`src/rtl/vga_timing_gen.sv`:
```
// vga_timing_gen
//   Pixel-rate VGA raster timing generated from a faster board clock.
//   A divider produces one pixel period every DIV clocks; horizontal and
//   vertical counters step on the last clock of each pixel period. Every
//   output comes straight from a flop. Sync and blanking flags are
//   registered from the next-state counters, so they line up with the
//   counters presented in the same cycle.
//
// Ports
//   clk_i          board clock, rising-edge active
//   rst_i          asynchronous active-high reset
//   hcount_o[9:0]  current pixel column, 0..H_TOTAL-1
//   vcount_o[9:0]  current line, 0..V_TOTAL-1
//   hsync_o        horizontal sync, active low while hcount < H_SYNC
//   vsync_o        vertical sync, active low while vcount < V_SYNC
//   bright_o       high inside the visible window
//   pix_tick_o     high on the last clock of each pixel period
//   frame_start_o  one-clock pulse on the first clock of pixel (0,0)
module vga_timing_gen #(
    parameter int DIV            = 4,
    parameter int H_TOTAL        = 800,
    parameter int H_SYNC         = 96,
    parameter int H_BRIGHT_START = 144,
    parameter int H_BRIGHT_END   = 784,
    parameter int V_TOTAL        = 525,
    parameter int V_SYNC         = 2,
    parameter int V_BRIGHT_START = 35,
    parameter int V_BRIGHT_END   = 515
) (
    input  logic       clk_i,
    input  logic       rst_i,
    output logic [9:0] hcount_o,
    output logic [9:0] vcount_o,
    output logic       hsync_o,
    output logic       vsync_o,
    output logic       bright_o,
    output logic       pix_tick_o,
    output logic       frame_start_o
);

    localparam int DW = (DIV > 2) ? $clog2(DIV) : 1;

    localparam logic [DW-1:0] DIV_LAST = DW'(DIV - 1);
    localparam logic [9:0]    H_LAST   = 10'(H_TOTAL - 1);
    localparam logic [9:0]    V_LAST   = 10'(V_TOTAL - 1);
    localparam logic [9:0]    H_SYNC_W = 10'(H_SYNC);
    localparam logic [9:0]    V_SYNC_W = 10'(V_SYNC);
    localparam logic [9:0]    H_BS     = 10'(H_BRIGHT_START);
    localparam logic [9:0]    H_BE     = 10'(H_BRIGHT_END);
    localparam logic [9:0]    V_BS     = 10'(V_BRIGHT_START);
    localparam logic [9:0]    V_BE     = 10'(V_BRIGHT_END);

    logic [DW-1:0] div_q, div_d;
    logic [9:0]    h_q, h_d;
    logic [9:0]    v_q, v_d;
    logic          hsync_q, hsync_d;
    logic          vsync_q, vsync_d;
    logic          bright_q, bright_d;
    logic          tick_q, tick_d;
    logic          fs_q, fs_d;
    logic          last_clk;

    always_comb begin
        last_clk = (div_q == DIV_LAST);
        div_d    = last_clk ? '0 : div_q + 1'b1;
        h_d      = h_q;
        v_d      = v_q;
        if (last_clk) begin
            if (h_q == H_LAST) begin
                h_d = '0;
                v_d = (v_q == V_LAST) ? '0 : v_q + 10'd1;
            end else begin
                h_d = h_q + 10'd1;
            end
        end

        // Flags follow the counter values that will be visible next cycle.
        hsync_d  = (h_d >= H_SYNC_W);
        vsync_d  = (v_d >= V_SYNC_W);
        bright_d = (h_d >= H_BS) && (h_d < H_BE) && (v_d >= V_BS) && (v_d < V_BE);
        tick_d   = (div_d == DIV_LAST);
        // Only a genuine wrap out of the last pixel raises frame_start, so
        // the (0,0) seen after reset release never does.
        fs_d     = last_clk && (h_q == H_LAST) && (v_q == V_LAST);
    end

    always_ff @(posedge clk_i or posedge rst_i) begin
        if (rst_i) begin
            div_q    <= '0;
            h_q      <= '0;
            v_q      <= '0;
            hsync_q  <= 1'b0;
            vsync_q  <= 1'b0;
            bright_q <= 1'b0;
            tick_q   <= 1'b0;
            fs_q     <= 1'b0;
        end else begin
            div_q    <= div_d;
            h_q      <= h_d;
            v_q      <= v_d;
            hsync_q  <= hsync_d;
            vsync_q  <= vsync_d;
            bright_q <= bright_d;
            tick_q   <= tick_d;
            fs_q     <= fs_d;
        end
    end

    assign hcount_o      = h_q;
    assign vcount_o      = v_q;
    assign hsync_o       = hsync_q;
    assign vsync_o       = vsync_q;
    assign bright_o      = bright_q;
    assign pix_tick_o    = tick_q;
    assign frame_start_o = fs_q;

endmodule

```
`config.mk`:
```
export PLATFORM = sky130hd
export DESIGN_NAME = vga_timing_gen
export DESIGN_NICKNAME = d
export VERILOG_FILES = /design/src/rtl/vga_timing_gen.sv
export SDC_FILE = /design/constraint.sdc
export NUM_CORES = 1
export LEC_CHECK = 0
export ABC_AREA = 1
export BUFFER_PORTS_ARGS = -buffer_cell sky130_fd_sc_hd__buf_4
export CORE_UTILIZATION = 31
export CTS_CLUSTER_DIAMETER = 80
export DETAILED_ROUTE_END_ITERATION = 10
export PLACE_DENSITY = 0.53
export SLEW_MARGIN = 25
export SYNTH_ARGS = -nofsm -noshare
export SYNTH_HDL_FRONTEND = slang
export SYNTH_SLANG_ARGS = --single-unit
```
`constraint.sdc`:
```
create_clock -name clk_i -period 2.2 [get_ports clk_i]
set_clock_uncertainty 0.2 [all_clocks]
set_input_delay 0.55 -clock clk_i [delete_from_list [all_inputs] [get_ports clk_i]]
set_output_delay 0.55 -clock clk_i [all_outputs]
set_load 0.05 [all_outputs]
```
==> out/summary.txt <==
Fill cells = 599
Max Fclk = 479.0 MHz
Via count = 1,582
DP Wirelength = 3232 µm
Gr usage total = 0.1516
Least-Margin Pin Slew = 348.8 ps
PD cells = 358.6 nW/µm²
Worst slew margin = 0.7675
Mapped Area = 1788 µm²
CP max stage cell = dfrtp_2
Worst vdd ir = 0.0001860 V
FF+latch area = 679.4 µm²
Mean Syn Cell Area = 7.419 µm²
Clk_lat worst skew = 280 ps
Antenna violations before repair = 0
Placer Congestion = 0.8219
Clk sink count = 27
Sequential cell area fraction in the yosys report = 0.3779
CTS tree = built
Buf/Inv on CP = 0
Share of the synthesized area in the top cell type = 0.3779
Clock slew at reported path FFs = 100 ps
Slew Limit Fails = 0
Syn nets = 248
Leak Pwr = 1.306 nW
Layout cells sized above 1 = 0.3099
DRC viols = 0
Fin. Hold Viols = 0
Crit Path Max Fanout = 7
Post-synth cell types = 29
Routed len/inst = 11.82 µm
CTS Root Cell = clkbuf_8
Port Buffers = 26
Final WL = 4208 µm
Area of the multi-input gates = 928.4 µm²
Initial DRC count = 59
Final period utilization = 0.9489
Starting Density = 0.3227
Yosys warns = 0
CP delay by family, top = simple AND/OR/NAND/NOR gates
Diodes inserted = 0
Setup TNS = 0 ps
Largest net degree at the start of global routing = 28
FF+latch count, synth = 27
CP endpoint kind = flop
Cell Count, Final, Fillers Out = 356
Core area = 5540 µm²
Cell taking the most area after synthesis = dfrtp_1
Placed cells = 346
RSZ-0062 raised after global routing = true
Fin util = 0.4061
Critical setup path kind = flop to flop
Die height = 77.95 µm
Worst Path Required = 2180 ps
Area growth syn-to-layout = 25.82%
Vias/cell = 4.444
Status = complete, no violations
CP arrival = 2070 ps
CP cell instances = ha_4, nand2_2, nor2_8, nand3_4, nor2_8, nand3_2, nand2_2, nand3_2, nor2_2, nand2_1, nand2_1, nor2_2
First-pass DRT Iterations = 6
Post-Syn Instances = 241
Io pins = 27
Post-DRT Antenna Nets = 0
CTS Hold Buffers Added = 0
Worst min-delay path class = input pin to asynchronous set/reset pin
Vias in the first global route = 1,481
Startpoint Class = flop
CP peak stage delay = 430 ps
Gr ovfl total = 0
Cell Rows = 27
Global-route wire length before repair = 7251 µm
Number of max-cap violations = 0
CTS H-tree lvls = 1
Synth area leaders = dfrtp_1, nand2_1, inv_1, nor2_1, nand3_1
Finish-stage setup viols = 0
Total CTS buffers = 3
NumNets Final = 292
Minimum clock period = 2088 ps
Die span in x = 77.95 µm
Clk buf depth = 2
Die area = 6075 µm²
-- worst min-delay path, stage by stage --
cell and delay, ps:
buf_4 100, inv_1 40, buf_4 320
-- synth_stat cells, drive strengths merged --
cell and n:
inv 51, nand3 23, o31ai 1, o21bai 1, nand4 12, xor2 2, o211ai 1, buf 1
dfrtp 27, nor2 35, clkbuf 2, o21ai 6, xnor2 2, nand3b 2, nor3 1, ha 5
nand2 69
-- metrics by stage --
step	area, µm²	power [mW]	hold slack, ps	setup WS [ps]
floorplan	1792	0.5130	232.2	7.753
global placement	2130	0.5188	241.8	-4.646
detailed placement	2130	0.5190	251.8	19.86
CTS	2177	0.8222	133.8	25.49
global route	2250	0.8394	168.8	-43.47
finish	2250	0.8068	122.4	112.4
-- kinds of logic (layout without fill, tap and decap cells) --
family | count (synthesis) | in the layout | share of synthesized area
AO/OA/AOI/OAI | 9 | 9 | 0.03149
XOR/XNOR | 4 | 4 | 0.01960
adder cells (fa/ha/maj) | 5 | 5 | 0.03499
buffers and inverters | 54 | 97 | 0.1197
flip-flops | 27 | 27 | 0.3779
AND/OR/NAND/NOR | 142 | 142 | 0.4164
-- sequential cells by signal, indices dropped and copies added, names as in the netlist --
register / flops
pix_tick_o: 1
div_q: 2
vcount_o: 10
vsync_o: 1
hsync_o: 1
frame_start_o: 1
bright_o: 1
hcount_o: 10
-- where the power goes --
part	switching, mW	internal (mW)	total [mW]	leakage, nW
Combinational	0.00980	0.00243	0.0122	0.925
Clock	0.168	0.130	0.299	0.0228
Sequential	0	0.496	0.496	0.358
Total	0.178	0.629	0.807	1.31
-- cell usage in the layout, fill, tap and decap left out, drive strengths merged --
| cell type | netlist | layout |
|---|---|---|
| xor2 | 2 | 2 |
| xnor2 | 2 | 2 |
| nor3 | 1 | 1 |
| nand3b | 2 | 2 |
| dfrtp | 27 | 27 |
| o21bai | 1 | 1 |
| nand4 | 12 | 12 |
| ha | 5 | 5 |
| o31ai | 1 | 1 |
| clkbuf | 2 | 4 |
| o21ai | 6 | 6 |
| nand3 | 23 | 23 |
| buf | 1 | 42 |
| inv | 51 | 51 |
| nor2 | 35 | 35 |
| o211ai | 1 | 1 |
| nand2 | 69 | 69 |
-- final timing paths --
kind	start	to	slack [ps]	depth (start not counted)
min in group clk_i	div_q[0]	div_q[0]	280	1
min	rst_i	div_q[1]	120	3
max	hcount_o[0]	bright_o	110	12
min reg2reg	div_q[0]	div_q[0]	280	1
max in group asynchronous	rst_i	hcount_o[0]	1400	3
max reg2reg	hcount_o[0]	bright_o	110	12
-- metal layers --
| layer | GRT usage | part of all wire | vias to the layer above |
|---|---|---|---|
| met5 | 0 | 0 | - |
| met4 | 0.04630 | 0.012 | 0 |
| li1 | - | - | 827 |
| met2 | 0.2345 | 0.45 | 42 |
| met3 | 0.01765 | 0.040 | 5 |
| met1 | 0.2198 | 0.50 | 708 |
-- repair_timing --
action / in CTS / in global routing
setup buffers: 0 / 6
resized for setup: 1 / 8
hold endpoints to repair: 0 / 0
pin swaps: 0 / 3
setup endpoints to repair: 1 / 2
-- final cells by class --
| type | instances | share of cell area |
|---|---|---|
| clock buffers | 4 | 0.02002 |
| inverters | 51 | 0.08509 |
| multi-input cells | 160 | 0.4127 |
| flip-flops and latches | 27 | 0.3020 |
| well taps | 72 | 0.04004 |
| repair buffers | 42 | 0.1402 |
Note: power is estimated with default switching activity, not from simulation.
